==> src/rtl/uart_rx_fifo.sv <==
// uart_rx_fifo: receive buffer between the UART receiver and the APB register block.
// Optional character timeout is built only when UART_RX_TIMEOUT_EN is defined.
module uart_rx_fifo #(
  parameter int DEPTH         = 16,
  parameter int TIMEOUT_TICKS = 640
) (
  input  logic                   pclk,
  input  logic                   preset,
  input  logic                   utrrst,
  input  logic                   fifoen,
  input  logic                   rx_fifo_clear,
  input  logic [1:0]             rx_trigger,
  input  logic                   error_check,
  input  logic [7:0]             rsr_data,
  input  logic                   frame_error,
  input  logic                   parity_error,
  input  logic                   sample_edge,
  input  logic                   rbr_read,
  input  logic                   lsr_read,
  output logic [7:0]             rbr_data,
  output logic                   data_ready,
  output logic                   lsr_frame_error,
  output logic                   lsr_parity_error,
  output logic                   overrun_error,
  output logic                   rx_fifo_error,
  output logic [$clog2(DEPTH):0] rx_level,
  output logic                   trigger_reached,
  output logic                   rx_timeout
);
  localparam int AW = $clog2(DEPTH);
  localparam int LW = AW + 1;
  localparam int CW = (LW > 5) ? LW : 5;
  localparam logic [LW-1:0] ONE = LW'(1'b1);

  logic [9:0]    mem_r [DEPTH];
  logic [AW-1:0] wr_ptr_r, rd_ptr_r, wr_addr_s;
  logic [LW-1:0] level_r, level_nxt_s, err_cnt_r, err_nxt_s, cap_s;
  logic          fifoen_r, overrun_r;
  logic          flush_s, empty_s, full_s, push_req_s, do_push_s, do_pop_s, overwrite_s;
  logic          set_ovr_s;
  logic [9:0]    entry_s, head_s;
  logic [CW-1:0] trig_lvl_s;

  function automatic logic has_error(input logic [9:0] e);
    return e[9] | e[8];
  endfunction

  // Flush detection, push/pop qualification and next-state arithmetic.
  always_comb begin
    cap_s       = fifoen_r ? LW'(DEPTH) : ONE;
    flush_s     = rx_fifo_clear | utrrst | (fifoen ^ fifoen_r);
    empty_s     = (level_r == {LW{1'b0}});
    full_s      = (level_r == cap_s);
    push_req_s  = error_check & ~flush_s;
    do_pop_s    = rbr_read & ~empty_s & ~flush_s;
    do_push_s   = push_req_s & (~full_s | do_pop_s);
    // holding-register mode replaces the unread character instead of dropping it
    overwrite_s = push_req_s & full_s & ~do_pop_s & ~fifoen_r;
    set_ovr_s   = push_req_s & full_s & ~do_pop_s;
    entry_s     = {frame_error, parity_error, rsr_data};
    wr_addr_s   = overwrite_s ? rd_ptr_r : wr_ptr_r;
    head_s      = empty_s ? 10'h000 : mem_r[rd_ptr_r];

    level_nxt_s = level_r;
    case ({do_push_s, do_pop_s})
      2'b10:   level_nxt_s = level_r + ONE;
      2'b01:   level_nxt_s = level_r - ONE;
      default: level_nxt_s = level_r;
    endcase

    err_nxt_s = err_cnt_r;
    if ((do_push_s | overwrite_s) & has_error(entry_s)) begin
      err_nxt_s = err_nxt_s + ONE;
    end else begin
      err_nxt_s = err_nxt_s;
    end
    if ((do_pop_s | overwrite_s) & has_error(head_s)) begin
      err_nxt_s = err_nxt_s - ONE;
    end else begin
      err_nxt_s = err_nxt_s;
    end

    trig_lvl_s = CW'(5'd1);
    case (rx_trigger)
      2'b00:   trig_lvl_s = CW'(5'd1);
      2'b01:   trig_lvl_s = CW'(5'd4);
      2'b10:   trig_lvl_s = CW'(5'd8);
      2'b11:   trig_lvl_s = CW'(5'd14);
      default: trig_lvl_s = CW'(5'd1);
    endcase
  end

  // Pointers, occupancy, error count and registered mode.
  always_ff @(posedge pclk or posedge preset) begin
    if (preset) begin
      wr_ptr_r  <= {AW{1'b0}};
      rd_ptr_r  <= {AW{1'b0}};
      level_r   <= {LW{1'b0}};
      err_cnt_r <= {LW{1'b0}};
      fifoen_r  <= 1'b0;
    end else if (flush_s) begin
      wr_ptr_r  <= {AW{1'b0}};
      rd_ptr_r  <= {AW{1'b0}};
      level_r   <= {LW{1'b0}};
      err_cnt_r <= {LW{1'b0}};
      fifoen_r  <= fifoen;
    end else begin
      wr_ptr_r  <= do_push_s ? wr_ptr_r + AW'(1'b1) : wr_ptr_r;
      rd_ptr_r  <= do_pop_s ? rd_ptr_r + AW'(1'b1) : rd_ptr_r;
      level_r   <= level_nxt_s;
      err_cnt_r <= err_nxt_s;
      fifoen_r  <= fifoen;
    end
  end

  // Sticky overrun; a new overrun wins over a same-cycle LSR read.
  always_ff @(posedge pclk or posedge preset) begin
    if (preset) begin
      overrun_r <= 1'b0;
    end else if (set_ovr_s) begin
      overrun_r <= 1'b1;
    end else if (utrrst | lsr_read) begin
      overrun_r <= 1'b0;
    end else begin
      overrun_r <= overrun_r;
    end
  end

  // Entry storage; contents are qualified by the level so no reset is needed.
  always_ff @(posedge pclk) begin
    if (do_push_s | overwrite_s) begin
      mem_r[wr_addr_s] <= entry_s;
    end
  end

  assign rbr_data         = head_s[7:0];
  assign lsr_parity_error = head_s[8];
  assign lsr_frame_error  = head_s[9];
  assign data_ready       = ~empty_s;
  assign overrun_error    = overrun_r;
  assign rx_fifo_error    = (err_cnt_r != {LW{1'b0}});
  assign rx_level         = level_r;
  assign trigger_reached  = fifoen_r ? (CW'(level_r) >= trig_lvl_s) : ~empty_s;

`ifdef UART_RX_TIMEOUT_EN
  localparam int TW = $clog2(TIMEOUT_TICKS + 1);
  logic [TW-1:0] tmo_cnt_r;
  logic          tmo_r;

  // Character timeout: counts idle sample ticks while data waits, saturating at the limit.
  always_ff @(posedge pclk or posedge preset) begin
    if (preset) begin
      tmo_cnt_r <= {TW{1'b0}};
      tmo_r     <= 1'b0;
    end else if (flush_s | do_push_s | overwrite_s | do_pop_s | empty_s) begin
      tmo_cnt_r <= {TW{1'b0}};
      tmo_r     <= 1'b0;
    end else if (sample_edge & fifoen_r & (tmo_cnt_r != TW'(TIMEOUT_TICKS))) begin
      tmo_cnt_r <= tmo_cnt_r + TW'(1'b1);
      tmo_r     <= (tmo_cnt_r == TW'(TIMEOUT_TICKS - 1));
    end else begin
      tmo_cnt_r <= tmo_cnt_r;
      tmo_r     <= tmo_r;
    end
  end

  assign rx_timeout = tmo_r;
`else
  logic unused_s;
  assign unused_s   = sample_edge ^ TIMEOUT_TICKS[0];
  assign rx_timeout = 1'b0;
`endif

endmodule

==> config.mk <==
export PLATFORM = sky130hd
export DESIGN_NAME = uart_rx_fifo
export DESIGN_NICKNAME = d
export VERILOG_FILES = /design/src/rtl/uart_rx_fifo.sv
export SDC_FILE = /design/constraint.sdc
export NUM_CORES = 1
export LEC_CHECK = 0
export ABC_AREA = 1
export CELL_PAD_IN_SITES_DETAIL_PLACEMENT = 0
export CELL_PAD_IN_SITES_GLOBAL_PLACEMENT = 1
export CORE_UTILIZATION = 49
export DETAILED_ROUTE_END_ITERATION = 8
export PLACE_DENSITY_LB_ADDON = 0.1
export SKIP_CTS_REPAIR_TIMING = 1
export SKIP_LAST_GASP = 1
export SLEW_MARGIN = 10
export SYNTH_ARGS = -nofsm -noshare
export SYNTH_HDL_FRONTEND = slang
export SYNTH_SLANG_ARGS = --single-unit
export TNS_END_PERCENT = 100
==> constraint.sdc <==
create_clock -name pclk -period 3.1 [get_ports pclk]
set_clock_uncertainty 0.1 [all_clocks]
set_input_delay 0.775 -clock pclk [delete_from_list [all_inputs] [get_ports pclk]]
set_output_delay 0.775 -clock pclk [all_outputs]
set_load 0.05 [all_outputs]
# Word-level counts from Yosys, hierarchy flattened
# Memory sizes are Yosys's and may differ from the RTL's.
# Index checks and enable logic that the tools add are counted.
# W data, S select, Z words.
# op_classes
add_sub_neg,6
order_cmp,1
eq_ne,6
n_mux,18
n_bitwise,23
reduce_logical,7
# op_table
cell,n
$mux W5,5
$mux W4,5
$pmux W5 S4,1
$add A5 B1 Y5 const B,2
$mux W10,1
$pmux W5 S2,1
$sub A5 B1 Y5 const B,2
$and A1 B1 Y1,9
$add A4 B1 Y4 const B,2
$or A1 B1 Y1,8
$eq A2 B2 Y1 const B,3
$reduce_bool A2 Y1,3
$eq A5 B5 Y1,1
$ge A5 B5 Y1,1
$logic_not A5 Y1,1
$mux W1,5
$not A1 Y1,5
$reduce_bool A5 Y1,1
$eq A2 B1 Y1 const B,2
$reduce_bool A3 Y1,1
$logic_not A2 Y1,1
$xor A1 B1 Y1,1
# word_totals
reg_bits,20
ramBits,160
input_bits,21
out_inout_bits,20
wordCells,68
memories,1
# memory_table
memory,words,word_bits,rd,rd_clocked_by_memory_dff,wr,line,source
mem_r,16,10,1,0,1,35,logic [9:0] mem_r [DEPTH];

# Longest topological paths before layout
# Gate-level depths: netlist (run 1).
# logic_depth
word_depth,13
depth_mapped,18

# Least setup slack after synthesis (run 1)
# No wires, ideal clock.
# synth_timing
kind,flip-flop to flip-flop
startpoint,"register level_r[1], in the netlist rx_level[1]"
endpoint,"memory mem_r[5][0], enable pin"
setup_ps,390
arrival_time_ps,2750
required_time_ps,2610
slack_ps,-139
path_stages_with_launch,8
synth_period_minus_slack_ps,3239
cell_sequence,dfrtp_1 nor2_1 nand3_2 nand3_4 nand3_4 o21ai_0 inv_1 nor3_1
# synth_via
elab_chain_cells,10
elab_cells_between_ends,16
classes_between,eq/ne: 1; mux: 3; bitwise: 11; reduce/logical: 1
# synth_rtl
item,line,source
"start, declared",37,"logic [LW-1:0] level_r, level_nxt_s, err_cnt_r, err_nxt_s, cap_s;"
"start signal, assigned",98,level_r <= {LW{1'b0}};
"start signal, assigned",104,level_r <= {LW{1'b0}};
"start signal, assigned",110,level_r <= level_nxt_s;
$logic_not A5 Y1 *,52,empty_s = (level_r == {LW{1'b0}});
$not A1 Y1 *,n/a,
net data_ready,21,"output logic data_ready,"
$and A1 B1 Y1 * (2 in series),55,do_pop_s = rbr_read & ~empty_s & ~flush_s;
$not A1 Y1,58,overwrite_s = push_req_s & full_s & ~do_pop_s & ~fifoen_r;
$and A1 B1 Y1 (2 in series),58,
$or A1 B1 Y1,131,if (do_push_s | overwrite_s) begin
$mux W1,131,
$mux W1 (not written as such),132,mem_r[wr_addr_s] <= entry_s;
"end, declared",35,
# The timed path passes the listed nets; every way through them passes the cells marked *.

# Worst setup path after layout (run 1)
# layout_timing
startpoint,register rd_ptr_r[0]
endpoint,output port rbr_data[0]
# layout_via
elab_chain_cells,2
# layout_rtl
item,line,source
"start, declared",36,"logic [AW-1:0] wr_ptr_r, rd_ptr_r, wr_addr_s;"
"start signal, assigned",97,rd_ptr_r <= {AW{1'b0}};
"start signal, assigned",103,rd_ptr_r <= {AW{1'b0}};
"start signal, assigned",109,rd_ptr_r <= do_pop_s ? rd_ptr_r + AW'(1'b1) : rd_ptr_r;
$mem_v2 Z16 W10,n/a,
$mux W10,62,head_s = empty_s ? 10'h000 : mem_r[rd_ptr_r];
"end, declared",20,"output logic [7:0] rbr_data,"
# No other way between the ends.

==> results of run 1 <==
==> cells in the final DEF, fill, tap and decap left out, types with 2 or more instances in the layout <==
cell / count
clkinv_2: 2
nor3_2: 4
nand3_4: 3
inv_2: 2
nand2_4: 2
nand2_1: 76
xor2_1: 6
o21ai_2: 4
nor2_1: 100
inv_8: 2
dlymetal6s2s_1: 2
a21oi_1: 9
buf_4: 62
dfrtp_1: 19
nand3_1: 55
nor3_1: 2
buf_8: 2
o21ai_0: 78
o221ai_1: 28
clkinv_4: 5
inv_1: 46
clkinv_1: 3
nand2_2: 5
o21ai_1: 2
clkdlybuf4s50_1: 25
edfxtp_1: 160
o22ai_1: 7
ha_1: 12
clkbuf_16: 20
nor2_2: 4
buf_12: 16
a21oi_2: 7
clkinvlp_4: 2
==> worst min-delay path by stage <==
| stage | from | end | slack [ns] | depth (start not counted) |
|---|---|---|---|---|
| after detailed placement | wr_ptr_r[2] | wr_ptr_r[2] | 0.40 | 1 |
| after CTS | wr_ptr_r[2] | wr_ptr_r[2] | 0.41 | 1 |
| after global placement | overrun_error | overrun_error | 0.37 | 2 |
| final | wr_ptr_r[2] | wr_ptr_r[2] | 0.41 | 1 |
| after global routing | wr_ptr_r[2] | wr_ptr_r[2] | 0.43 | 1 |
| after floorplan | wr_ptr_r[2] | wr_ptr_r[2] | 0.36 | 1 |
==> kinds of logic after synthesis <==
kind of cell / count (synthesis) / synth area share
other cells: 1 / 0.0004755
compound gates: 142 / 0.1095
xor+xnor: 7 / 0.007774
simple gates: 256 / 0.1453
buf+inv: 84 / 0.04268
flops: 180 / 0.6727
fa+ha+maj: 13 / 0.02158
==> layout make-up <==
class                      instances  area (um2)  area share
sequential                       180        5309      0.5400
multi-input combinational        419        2303      0.2343
timing repair buffer             112        1182      0.1203
clock buffer                      18       429.2     0.04365
tap                              216       270.3     0.02749
inverter                          51       209.0     0.02125
clock inverter                    14       128.9     0.01311
==> power groups by stage <==
stage	Combinational [W]	Sequential (W)	Clock, W
2_1_floorplan	0.000120	0.00271	0
3_3_place_gp	0.000267	0.00271	0
3_5_place_dp	0.000273	0.00271	0
4_1_cts	0.000274	0.00265	0.00205
5_1_grt	0.000305	0.00265	0.00215
6_report	0.000284	0.00265	0.00203
==> through the flow <==
step	worst slack (ns)	total power [W]	hold WS, ns	util
after CTS	-0.2031	0.004979	0.4080	0.6104
final	-0.03432	0.004967	0.4092	0.6235
after detailed placement	-0.1925	0.002979	0.4010	0.5751
after floorplan	-0.1394	0.002829	0.3556	-
after global routing	-0.1304	0.005108	0.4336	0.6235
after global placement	-0.1464	0.002972	0.3744	0.5751
==> registers in the layout, indices dropped and copies added (netlist names) <==
signal,cells
mem_r,160
rd_ptr_r,4
fifoen_r,1
rx_level,5
err_cnt_r,5
overrun_error,1
wr_ptr_r,4
==> metal layers <==
metal,share of wire,GRT usage,up-vias
li1,-,-,2639
met1,0.47,0.3304,2714
met2,0.47,0.3797,153
met3,0.052,0.04407,22
met4,0.014,0.08927,0
met5,0,0,-
==> critical path: cells and delay by family, from the launching register on <==
| family | cells | cell delay (ns) |
|---|---|---|
| buffers and inverters | 4 | 0.53 |
| AOI/OAI and AO/OA | 2 | 0.53 |
| and+or+nand+nor | 2 | 0.23 |
| DFF | 1 | 0.56 |
==> cell usage after synthesis, types with 2 or more instances <==
cell      number
dfrtp_1       20
clkbuf_1      22
edfxtp_1     160
nor2_2         4
nand2_4        2
nand2_2        5
nand3_1       55
buf_2         10
nand2_1       76
nand3_4        3
nor3_1         6
o21ai_0       80
ha_1          12
a21oi_1       16
xor2_1         6
o22ai_1        7
o21ai_2        3
nor2_1       100
inv_1         48
o221ai_1      28
==> flow_summary.yaml, run 1 <==
die:
  ios: 41
  die_h_um: 128.9
  die_area_mm2: 0.01661
  rows: 46
  core-area_mm2: 0.01577
  start_util: 0.5001
  die_w_um: 128.9
clock_tree:
  insertion_delay_ns: 0.43
  cts-root-buf: "clkbuf_16"
  numCtsBuffers: 17
  cts.sinks: 180
  path_clk_slew_ns: 0.07
  cts_tree: "built"
  clockBufferDepth: 2
  h-tree-depth: 4
final_layout:
  num-nets-final: 815
  drive_above_1_share: 0.1940
  fin_cells: 1010
  post-route-cell-area_mm2: 0.009832
  n_fill_cell: 1287
  area_growth_syn_to_layout_pct: 24.67
  num_antenna_cells: 0
yosys:
  synth_nets: 717
  synth_cell_types: 40
  yosysTopAreaCellShare: 0.6092
  syn_inst: 683
  synthesis.area_mm2: 0.007886
  synth_area_per_cell_um2: 11.55
  yosysSeqAreaShare: 0.6727
  async_reset_ff_frac: 0.1111
  synthTopCellsByArea: "edfxtp_1 61%, dfrtp_1 6.3%, o21ai_0 5.1%"
  yosysWarnings: 0
  synth_top_flop_cell: "edfxtp_1"
  synth-seq-cells: 180
  yosysTopAreaCell: "edfxtp_1"
  synth_edf_count: 160
timing:
  worstMarginPinSlew_ns: 0.8359
  setup_tns_ns: -0.03432
  max_slew_margin: 0.4421
  hold_violations: 0
  drv_slew: 0
  fin_crit_ns: 3.134
  fin_crit_sh: 1.011
  rsz0062_at_grt: "true"
  timing.final.ws_setup_ns: -0.03432
  max_freq_mhz: 319.0
  finalSetupViolCount: 1
placement:
  dp_hpwl_mm: 12.14
  place_congestion: 0.8065
  io_buffers: 38
  dp.cells: 967
  postPlaceCellArea_mm2: 0.009069
critical_path:
  crit_start: "rd_ptr_r[0]"
  worst_setup_path_end_kind: "primary output"
  critPathKind: "reg2out"
  critical_path.max_stage_delay_ns: 0.56
  worstPathArrival_ns: 2.26
  required_ns: 2.22
  r2r_cells: 8
  start_kind: "register"
  r2r_end: "mem_r[4][3]"
  critPathSlowestCell: "dfrtp_4"
  r2r-start: "rx_level[1]"
  critPathCapture: "rbr_data[0]"
  crit_chain: "clkinv_8, buf_4, clkbuf_16, nor2_1, o221ai_1, nand3_1, a21oi_2, buf_12"
  r2r_slack_ns: 0.54
  cp_max_fo: 6
power:
  pwr-share-seq: 0.534
  p_leak_nw: 3.703
  irDropWorstVdd_mv: 0.3604
  pwr-share-comb: 0.057
  internal-power_w: 0.003871
  switching_share: 0.2207
  powerDensity_mw_per_mm2: 505.2
  power.switching_w: 0.001096
  clockPowerShare: 0.409
min_path:
  hold_class: "reg2reg"
detailed_routing:
  postRouteAntennaNets: 0
  wl_per_cell_um: 18.79
  firstDrtPassIters: 5
  drt_iter0_drc: 500
  avgViaCountPerCell: 5.473
  drc_errors: 0
  routed_wl_mm: 18.98
  num_vias: 5528
global_route:
  grt_max_degree: 57
  antenna_found_initial: 0
  track_usage: 0.2392
  grt_pass1_vias: 5264
  grt_pass1_wl_mm: 28.65
  grt_overflow: 0
run_status:
  outcome: "finished, violations left"
  violations: "negative setup slack"
flow_run:
  drv_cap: 0
Note: power is estimated with default switching activity, not from simulation.
==> run 2: changes to the inputs <==
Settings changed: SKIP_LAST_GASP 1 to unset.
==> run 2 against run 1 <==
Against the previous run: the flow still finishes with violations (negative setup slack); flip-flop and latch count unchanged; worst hold slack about the same; non-clock buffer count unchanged; final cell count unchanged; global-route usage unchanged; sequential power about the same; routed wire length about the same; critical path type unchanged; largest cell class unchanged; largest power group unchanged.
==> flow_summary.yaml, run 2 (synthesis results as in run 1) <==
run_status:
  outcome: "finished, violations left"
  violations: "negative setup slack"
die:
  die_area_mm2: 0.01661
  die_h_um: 128.9
  die_w_um: 128.9
  start_util: 0.5001
  ios: 41
  core-area_mm2: 0.01577
  rows: 46
power:
  switching_share: 0.2206
  power.switching_w: 0.001096
  p_leak_nw: 3.706
  clockPowerShare: 0.409
  internal-power_w: 0.003871
  report.power.total_w: 0.004967
  pwr-share-seq: 0.534
  pwr-share-comb: 0.057
  powerDensity_mw_per_mm2: 504.9
  irDropWorstVdd_mv: 0.3602
clock_tree:
  path_clk_slew_ns: 0.07
  clockBufferDepth: 2
  cts-root-buf: "clkbuf_16"
  h-tree-depth: 4
  numCtsBuffers: 17
  cts.sinks: 180
  insertion_delay_ns: 0.43
  cts_tree: "built"
timing:
  finalSetupViolCount: 1
  rsz0062_at_grt: "true"
  timing.final.ws_setup_ns: -0.03344
  hold_slack_ns: 0.4092
  hold_violations: 0
  drv_slew: 0
  worstMarginPinSlew_ns: 0.8354
  fin_crit_ns: 3.133
  max_freq_mhz: 319.1
  max_slew_margin: 0.4424
  fin_crit_sh: 1.011
critical_path:
  critPathKind: "reg2out"
  start_kind: "register"
  required_ns: 2.22
  critPathCapture: "rbr_data[0]"
  r2r_slack_ns: 0.53
  crit_start: "rd_ptr_r[0]"
  worst_setup_path_end_kind: "primary output"
  cp_max_fo: 6
  r2r_cells: 8
  worstPathArrival_ns: 2.26
  r2r_end: "mem_r[4][3]"
  r2r-start: "rx_level[1]"
final_layout:
  layout_commonest_cell: "edfxtp_1"
  area_growth_syn_to_layout_pct: 24.73
  final_util: 0.6238
  num-nets-final: 815
  post-route-cell-area_mm2: 0.009837
  top_register: "mem_r"
  final_cell_mix: "160 x edfxtp_1, 100 x nor2_1, 78 x o21ai_0"
  num_antenna_cells: 0
  drive_above_1_share: 0.1940
  n_fill_cell: 1287
  largest_register_ffs: 160
global_route:
  grt_overflow: 0
  antenna_found_initial: 0
  grt_max_degree: 57
  track_usage: 0.2392
  grt_pass1_vias: 5264
  grt_pass1_wl_mm: 28.65
placement:
  place_congestion: 0.8065
  postPlaceCellArea_mm2: 0.009069
  dp_hpwl_mm: 12.14
  io_buffers: 38
detailed_routing:
  firstDrtPassIters: 5
  wl_per_cell_um: 18.78
  avgViaCountPerCell: 5.469
  num_vias: 5524
  drc_errors: 0
  postRouteAntennaNets: 0
  routed_wl_mm: 18.97
  drt_iter0_drc: 394
min_path:
  hold_class: "reg2reg"
flow_run:
  drv_cap: 0
## run 2: area by class of cell
cell class	instances	area (um2)	area share
multi-input cells	419	2303	0.2342
flip-flops and latches	180	5309	0.5397
clock inverters	14	128.9	0.01310
well taps	216	270.3	0.02747
repair buffers	112	1187	0.1207
inverters	51	209.0	0.02124
clock buffers	18	429.2	0.04363
## run 2: worst min path at each step
stage	startpoint	to	slack, ns	depth (start not counted)
floorplan	wr_ptr_r[2]	wr_ptr_r[2]	0.36	1
global placement	overrun_error	overrun_error	0.37	2
detailed placement	wr_ptr_r[2]	wr_ptr_r[2]	0.40	1
CTS	wr_ptr_r[2]	wr_ptr_r[2]	0.41	1
global route	wr_ptr_r[2]	wr_ptr_r[2]	0.43	1
finish	wr_ptr_r[2]	wr_ptr_r[2]	0.41	1
## run 2: routing by layer
layer | share of wire | routed length (um) | GRT usage | vias to the layer above
li1 | - | - | - | 2638
met1 | 0.47 | 8881 | 0.3304 | 2706
met2 | 0.46 | 8790 | 0.3797 | 155
met3 | 0.053 | 1006 | 0.04407 | 25
met4 | 0.015 | 290 | 0.08927 | 0
met5 | 0 | 0 | 0 | -
## run 2: critical path, stage by stage (launching register included)
cell and delay, ns:
dfrtp_4 0.56, clkinv_8 0.11, buf_4 0.12, clkbuf_16 0.13, nor2_1 0.04, o221ai_1 0.28
nand3_1 0.19, a21oi_2 0.25, buf_12 0.17
## run 2: power groups by stage
stage               clock network, W  logic [W]  registers (W)
global placement                   0   0.000267        0.00271
CTS                          0.00205   0.000274        0.00265
floorplan                          0   0.000120        0.00271
detailed placement                 0   0.000273        0.00271
finish                       0.00203   0.000284        0.00265
global route                 0.00215   0.000305        0.00265
## run 2: stage by stage
step	setup TNS, ns	worst slack (ns)	std cells
after global placement	-8.611	-0.1464	967
after global routing	-0.4911	-0.1215	1010
after floorplan	-5.197	-0.1394	683
after CTS	-1.690	-0.2031	999
after detailed placement	-12.95	-0.1925	967
final	-0.03344	-0.03344	1010
